[config.mk]
export PLATFORM = sky130hd
export DESIGN_NAME = pipe_ctrl_flat
export DESIGN_NICKNAME = d
export VERILOG_FILES = /design/src/rtl/pipe_ctrl_if.sv /design/src/rtl/pipe_ctrl.sv /design/src/flat_wrapper.sv
export SDC_FILE = /design/constraint.sdc
export NUM_CORES = 1
export LEC_CHECK = 0
export CAP_MARGIN = 0
export CORE_ASPECT_RATIO = 1.2
export CORE_MARGIN = 2
export CORE_UTILIZATION = 33
export DETAILED_ROUTE_END_ITERATION = 6
export PLACE_DENSITY = 0.76
export SLEW_MARGIN = 20
export SYNTH_ARGS = -nofsm -noshare
export SYNTH_HDL_FRONTEND = slang
export SYNTH_SLANG_ARGS = --single-unit
[constraint.sdc]
create_clock -name clk -period 3.1 [get_ports clk]
set_clock_uncertainty 0.15 [all_clocks]
set_input_delay 0.93 -clock clk [delete_from_list [all_inputs] [get_ports clk]]
set_output_delay 0.93 -clock clk [all_outputs]
set_load 0.01 [all_outputs]
[src/rtl/pipe_ctrl_if.sv]
// rtl/pipe_ctrl_if.sv - stage-control bus between the pipeline and pipe_ctrl
interface pipe_ctrl_if #(
   parameter int PC_W = 30
);
   logic            if_busy;
   logic            mem_busy;
   logic            ld_hazard;
   logic            mem_en;
   logic [PC_W-1:0] mem_pc;
   logic [2:0]      mem_exp;

   logic            if_stall, id_stall, ex_stall, mem_stall;
   logic            if_flush, id_flush, ex_flush, mem_flush;
   logic [PC_W-1:0] new_pc;

   modport master (
      input  if_busy, mem_busy, ld_hazard, mem_en, mem_pc, mem_exp,
      output if_stall, id_stall, ex_stall, mem_stall,
      output if_flush, id_flush, ex_flush, mem_flush, new_pc
   );

   modport slave (
      output if_busy, mem_busy, ld_hazard, mem_en, mem_pc, mem_exp,
      input  if_stall, id_stall, ex_stall, mem_stall,
      input  if_flush, id_flush, ex_flush, mem_flush, new_pc
   );
endinterface

[src/rtl/pipe_ctrl.sv]
// rtl/pipe_ctrl.sv - pipeline stall/flush/redirect controller with EPC and handler-mode state
// Optional performance counters enabled by PIPE_CTRL_PERF_EN.
module pipe_ctrl #(
   parameter int              PC_W       = 30,
   parameter logic [PC_W-1:0] EXC_VECTOR = 30'h0000_0010,
   parameter logic [PC_W-1:0] RESET_PC   = 30'h0
) (
   input  logic            clk,
   input  logic            reset,
   pipe_ctrl_if.master     bus,
   input  logic            irq,
   input  logic            int_en,
   output logic [PC_W-1:0] epc,
   output logic [2:0]      exp_code,
   output logic            in_handler,
   output logic            halted
`ifdef PIPE_CTRL_PERF_EN
   ,
   output logic [31:0]     stall_cnt,
   output logic [15:0]     exc_cnt
`endif
);

   typedef enum logic {RUN, HALT} state_t;

   localparam logic [2:0] EXP_NONE = 3'd0;
   localparam logic [2:0] EXP_IRQ  = 3'd1;
   localparam logic [2:0] EXP_PRIV = 3'd6;
   localparam logic [2:0] EXP_ERET = 3'd7;

   state_t     state, state_nxt;
   logic       can_acc, acc_eret, acc_fault, acc_irq, acc, double_fault;
   logic [2:0] fault_code;

   // Acceptance only on a valid, non-waiting MEM instruction while running.
   always_comb begin
      can_acc      = (state == RUN) && !bus.mem_busy && bus.mem_en;
      acc_eret     = can_acc && (bus.mem_exp == EXP_ERET) && in_handler;
      acc_fault    = can_acc && ((bus.mem_exp inside {[3'd2:3'd6]}) ||
                                 ((bus.mem_exp == EXP_ERET) && !in_handler));
      acc_irq      = can_acc && (bus.mem_exp == EXP_NONE) && irq && int_en && !in_handler;
      acc          = acc_eret || acc_fault || acc_irq;
      double_fault = acc_fault && in_handler;
      fault_code   = (bus.mem_exp == EXP_ERET) ? EXP_PRIV : bus.mem_exp;
   end

   always_ff @(posedge clk or negedge reset) begin
      if (!reset) state <= RUN;
      else        state <= state_nxt;
   end

   always_comb begin
      state_nxt = state;
      if ((state == RUN) && double_fault) state_nxt = HALT;
   end

   always_comb begin
      bus.if_stall  = 1'b0;
      bus.id_stall  = 1'b0;
      bus.ex_stall  = 1'b0;
      bus.mem_stall = 1'b0;
      bus.if_flush  = 1'b0;
      bus.id_flush  = 1'b0;
      bus.ex_flush  = 1'b0;
      bus.mem_flush = 1'b0;
      bus.new_pc    = EXC_VECTOR;
      if (!reset || (state == HALT) || bus.mem_busy) begin
         bus.if_stall  = 1'b1;
         bus.id_stall  = 1'b1;
         bus.ex_stall  = 1'b1;
         bus.mem_stall = 1'b1;
         if (!reset) bus.new_pc = RESET_PC;
      end else if (acc) begin
         bus.if_flush  = 1'b1;
         bus.id_flush  = 1'b1;
         bus.ex_flush  = 1'b1;
         bus.mem_flush = 1'b1;
         if (acc_eret) bus.new_pc = epc;
      end else if (bus.ld_hazard || bus.if_busy) begin
         bus.if_stall = 1'b1;
         bus.id_stall = 1'b1;
         bus.id_flush = 1'b1;
      end
   end

   // A double fault leaves epc/exp_code describing the first fault.
   always_ff @(posedge clk or negedge reset) begin
      if (!reset) begin
         epc        <= '0;
         exp_code   <= EXP_NONE;
         in_handler <= 1'b0;
         halted     <= 1'b0;
      end else if (double_fault) begin
         halted     <= 1'b1;
      end else if (acc_fault) begin
         epc        <= bus.mem_pc;
         exp_code   <= fault_code;
         in_handler <= 1'b1;
      end else if (acc_irq) begin
         epc        <= bus.mem_pc;
         exp_code   <= EXP_IRQ;
         in_handler <= 1'b1;
      end else if (acc_eret) begin
         in_handler <= 1'b0;
      end
   end

`ifdef PIPE_CTRL_PERF_EN
   always_ff @(posedge clk or negedge reset) begin
      if (!reset) begin
         stall_cnt <= '0;
         exc_cnt   <= '0;
      end else begin
         if (bus.if_stall && (state != HALT)) stall_cnt <= stall_cnt + 32'd1;
         if (acc_fault || acc_irq)            exc_cnt   <= exc_cnt + 16'd1;
      end
   end
`endif

endmodule

[src/flat_wrapper.sv]
// flat-port wrapper written by rule: the top's interface ports become plain ports
module pipe_ctrl_flat 
#(
   parameter int              PC_W       = 30,
   parameter logic [PC_W-1:0] EXC_VECTOR = 30'h0000_0010,
   parameter logic [PC_W-1:0] RESET_PC   = 30'h0
)
  (clk, reset, irq, int_en, epc, exp_code, in_handler, halted, bus_if_busy, bus_mem_busy, bus_ld_hazard, bus_mem_en, bus_mem_pc, bus_mem_exp, bus_if_stall, bus_id_stall, bus_ex_stall, bus_mem_stall, bus_if_flush, bus_id_flush, bus_ex_flush, bus_mem_flush, bus_new_pc);
  pipe_ctrl_if #(.PC_W(PC_W)) bus_i ();
  input  logic clk;
  input  logic reset;
  input  logic irq;
  input  logic int_en;
  output logic [PC_W-1:0] epc;
  output logic [2:0] exp_code;
  output logic in_handler;
  output logic halted;
  input wire logic [$bits(bus_i.if_busy)-1:0] bus_if_busy;
  input wire logic [$bits(bus_i.mem_busy)-1:0] bus_mem_busy;
  input wire logic [$bits(bus_i.ld_hazard)-1:0] bus_ld_hazard;
  input wire logic [$bits(bus_i.mem_en)-1:0] bus_mem_en;
  input wire logic [$bits(bus_i.mem_pc)-1:0] bus_mem_pc;
  input wire logic [$bits(bus_i.mem_exp)-1:0] bus_mem_exp;
  output wire logic [$bits(bus_i.if_stall)-1:0] bus_if_stall;
  output wire logic [$bits(bus_i.id_stall)-1:0] bus_id_stall;
  output wire logic [$bits(bus_i.ex_stall)-1:0] bus_ex_stall;
  output wire logic [$bits(bus_i.mem_stall)-1:0] bus_mem_stall;
  output wire logic [$bits(bus_i.if_flush)-1:0] bus_if_flush;
  output wire logic [$bits(bus_i.id_flush)-1:0] bus_id_flush;
  output wire logic [$bits(bus_i.ex_flush)-1:0] bus_ex_flush;
  output wire logic [$bits(bus_i.mem_flush)-1:0] bus_mem_flush;
  output wire logic [$bits(bus_i.new_pc)-1:0] bus_new_pc;
  assign bus_i.if_busy = bus_if_busy;
  assign bus_i.mem_busy = bus_mem_busy;
  assign bus_i.ld_hazard = bus_ld_hazard;
  assign bus_i.mem_en = bus_mem_en;
  assign bus_i.mem_pc = bus_mem_pc;
  assign bus_i.mem_exp = bus_mem_exp;
  assign bus_if_stall = bus_i.if_stall;
  assign bus_id_stall = bus_i.id_stall;
  assign bus_ex_stall = bus_i.ex_stall;
  assign bus_mem_stall = bus_i.mem_stall;
  assign bus_if_flush = bus_i.if_flush;
  assign bus_id_flush = bus_i.id_flush;
  assign bus_ex_flush = bus_i.ex_flush;
  assign bus_mem_flush = bus_i.mem_flush;
  assign bus_new_pc = bus_i.new_pc;
  pipe_ctrl #(.PC_W(PC_W), .EXC_VECTOR(EXC_VECTOR), .RESET_PC(RESET_PC)) u_core (.clk(clk), .reset(reset), .bus(bus_i), .irq(irq), .int_en(int_en), .epc(epc), .exp_code(exp_code), .in_handler(in_handler), .halted(halted));
endmodule
==> impl_metrics.csv <==
group,metric,value,unit
drt,dr.pass1.iters,3,
hold_path,hold_class,"flop to flop",
cells_and_area,nets,332,
yosys,postSynthAreaPerCell,12.9,um^2
yosys,synthAdderAreaFrac,0,%
outcome,outcome,"finished with violations",
power_and_ir_drop,power.switching,677,uW
yosys,synth-seq-cells,36,
critical_path,critPathMaxFanout,5,
drt,dr.first_iter.drc_count,64,
cells_and_area,syn2layout_area_growth,86.6,%
timing,relSlewSlack,69.2,%
critical_path,critPathLaunchType,"input port",
yosys,ys_warn_count,0,
timing,hold-worst-slack,323,ps
timing,setup_ws,-388,ps
power_and_ir_drop,peakVddDrop,0.395,mV
timing,worstMarginPinSlew,461,ps
drt,drcViolationCount,0,
timing,hold_viol,0,
floorplan,die_width,72.5,um
yosys,synth_common_cells,"dfrtp_1 (36), and2_1 (30), mux2_4 (20)",
place,dp_cells,324,
yosys,synth_edf_count,0,
critical_path,worst_setup_path_end_kind,"output port",
cells_and_area,postLayoutCellArea,3460,um^2
floorplan,num_rows,29,
timing,rsz0062_at_grt,"true",
global_route,overflow,0,
yosys,ys_seq_area_share,48.6,%
yosys,synthCells,144,
outcome,violations,"setup timing",
power_and_ir_drop,power,2.25,mW
floorplan,start_util,34.6,%
cells_and_area,fin_cells,354,
clock_network,cts_max_level,2,
timing,period_needed,3490,ps
place,gp_congestion,0.772,
yosys,synth_top_family_by_area,"multiplexers",
floorplan,die_y,86.1,um
power_and_ir_drop,p_per_area,651,nW/um^2
yosys,syn-cell-area,1860,um^2
global_route,antenna_found_initial,0,
yosys,muxShareOfSynthArea,22.3,%
timing,setup_viol_count_final,30,
clock_network,cts_buffer_depth,2,
yosys,synth_top_area_share,48.6,%
cells_and_area,multiInputGateArea,896,um^2
run,cap_violations,0,
clock_network,postCtsHoldBufs,0,
yosys,ys_async_sr_fraction,100,%
yosys,synth.most_common_cell,"dfrtp_1",
critical_path,cp.arrival,2410,ps
floorplan,coreArea,5370,um^2
yosys,syn_nets,185,
power_and_ir_drop,p_leak,1.62,nW
global_route,grt_max_degree,37,
clock_network,clkTransAtPathRegs,70,ps
floorplan,ios,114,
global_route,grt_pass1_wl,8.04,mm
clock_network,numCtsBuffers,5,
drt,finalWirelength,5.32,mm
yosys,synth-compound-area-share,5.12,%
power_and_ir_drop,p_comb_share,45.7,%
yosys,synth_xor_area_share,0,%
power_and_ir_drop,swShare,30.1,%
cells_and_area,nFillCells,438,
drt,dr_total_vias,1627,
timing,timing.fmax,287,MHz
cells_and_area,diodes,0,
yosys,ys.flop_type,"dfrtp_1",
power_and_ir_drop,seqPwrFrac,39.2,%
clock_network,clock_sinks,36,
clock_network,clk_latency,280,ps
timing,slew_viol_final,0,
place,port-buffer-count,113,
critical_path,path_class,"input port to output port",
drt,vias_per_cell,4.60,
clock_network,cts_tree,"yes",
yosys,synth_area_leader_cell,"dfrtp_1",
power_and_ir_drop,internal_power,1.57,mW
clock_network,clock-root-buffer,"clkbuf_8",
place,dp_hpwl,3.64,mm
yosys,synthTopCellsByArea,"dfrtp_1 (49%), mux2_4 (16%), and2_1 (10%)",
floorplan,dieArea,6240,um^2
drt,wl_per_cell,15.0,um
drt,postRouteAntennaNets,0,
power_and_ir_drop,clock_power_share,15.0,%
cells_and_area,drive_gt1_share,49.0,%
global_route,grt.total_usage,16.7,%
timing,fin_crit_sh,113,%
critical_path,worstPathRequired,2020,ps
place,postPlaceCellArea,3110,um^2
yosys,synth_simple_gate_area_share,16.2,%
global_route,grt_pass1_vias,1624,
yosys,synth_cell_types,27,
cells_and_area,seqCellArea,901,um^2
## repair_timing
action	4_1_cts	5_1_grt
pin swaps	16	6
endpoints found under the setup margin	38	36
gates resized for setup	200	19
setup buffers	16	5
cloned	2	0
## registers in the layout, indices dropped and copies added (netlist names)
register           flops
u_core.epc            30
u_core.exp_code        3
u_core.halted          1
u_core.in_handler      1
u_core.state           1
## metrics by stage
stage | worst slack (ps) | util (%) | setup TNS (ps)
2_1_floorplan | -126 | - | -2400
3_3_place_gp | -970 | 58.0 | -33060
3_5_place_dp | -998 | 58.0 | -33510
4_1_cts | -398 | 62.4 | -8800
5_1_grt | -449 | 64.5 | -10550
6_report | -388 | 64.5 | -8920
## placed cells by master, fill, tap and decap left out, types with 2 or more instances in the layout
| master | netlist | layout |
|---|---|---|
| buf_4 | 4 | 16 |
| or2_2 | 2 | 2 |
| dfrtp_1 | 36 | 36 |
| dlymetal6s2s_1 | 0 | 2 |
| and2_1 | 30 | 7 |
| dlygate4sd2_1 | 0 | 3 |
| mux2_1 | 8 | 8 |
| o21a_1 | 2 | 2 |
| a21oi_2 | 0 | 2 |
| inv_1 | 3 | 3 |
| buf_12 | 2 | 2 |
| clkdlybuf4s50_1 | 0 | 69 |
| nor2_4 | 2 | 2 |
| clkinv_2 | 0 | 2 |
| and2_4 | 0 | 22 |
| a21oi_1 | 5 | 3 |
| mux2_2 | 2 | 2 |
| nor2_2 | 0 | 2 |
| nand2_1 | 4 | 4 |
| mux2_4 | 20 | 20 |
| nor2_1 | 5 | 3 |
| buf_2 | 0 | 15 |
| buf_6 | 4 | 45 |
| clkbuf_8 | 0 | 6 |
| o21ai_0 | 4 | 4 |
## final timing paths
kind	end	slack, ps	from	cells after the start
worst max-delay path	bus_new_pc[0]	-390	bus_mem_busy	10
worst max register to register	u_core.epc[0]	1030	u_core.state	6
worst min register to register	u_core.halted	320	u_core.halted	1
max in group asynchronous	u_core.epc[11]	1810	reset	3
min in group asynchronous	u_core.exp_code[0]	650	reset	3
worst min-delay path	u_core.halted	320	u_core.halted	1
## worst max-delay path, stage by stage
cell and delay, ps:
buf_6 90, or3b_4 360, or2_4 270, nor2_4 100, buf_6 130, buf_6 110, buf_6 100, buf_6 90
and2_4 130, buf_6 90
## per-layer routing
layer | vias to the layer above | track usage, % | part of all wire (%) | wire length [um]
li1 | 775 | - | - | -
met1 | 775 | 19.6 | 39 | 2090
met2 | 71 | 30.1 | 53 | 2830
met3 | 6 | 4.47 | 6.6 | 349
met4 | 0 | 3.54 | 0.87 | 46
met5 | - | 0 | 0 | 0
## area by class of cell
class,count,area share [%]
Clock buffer,6,2.39
Clock inverter,2,0.289
Inverter,3,0.325
Multi-Input combinational cell,93,25.9
Sequential cell,36,26.0
Tap cell,62,2.24
Timing Repair Buffer,152,42.9
## logic make-up after synthesis
family | after synthesis
simple gates | 48
buf+inv | 15
flops | 36
compound gates | 15
mux | 30
## power by group through the flow
stage / clock network [mW] / logic [mW] / registers (mW)
4_1_cts: 0.354 / 1.03 / 0.884
3_3_place_gp: 0 / 1.01 / 0.875
2_1_floorplan: 0 / 0.323 / 0.969
5_1_grt: 0.374 / 1.09 / 0.923
3_5_place_dp: 0 / 1.03 / 0.888
6_report: 0.339 / 1.03 / 0.884
Note: power is estimated with default switching activity, not from simulation.
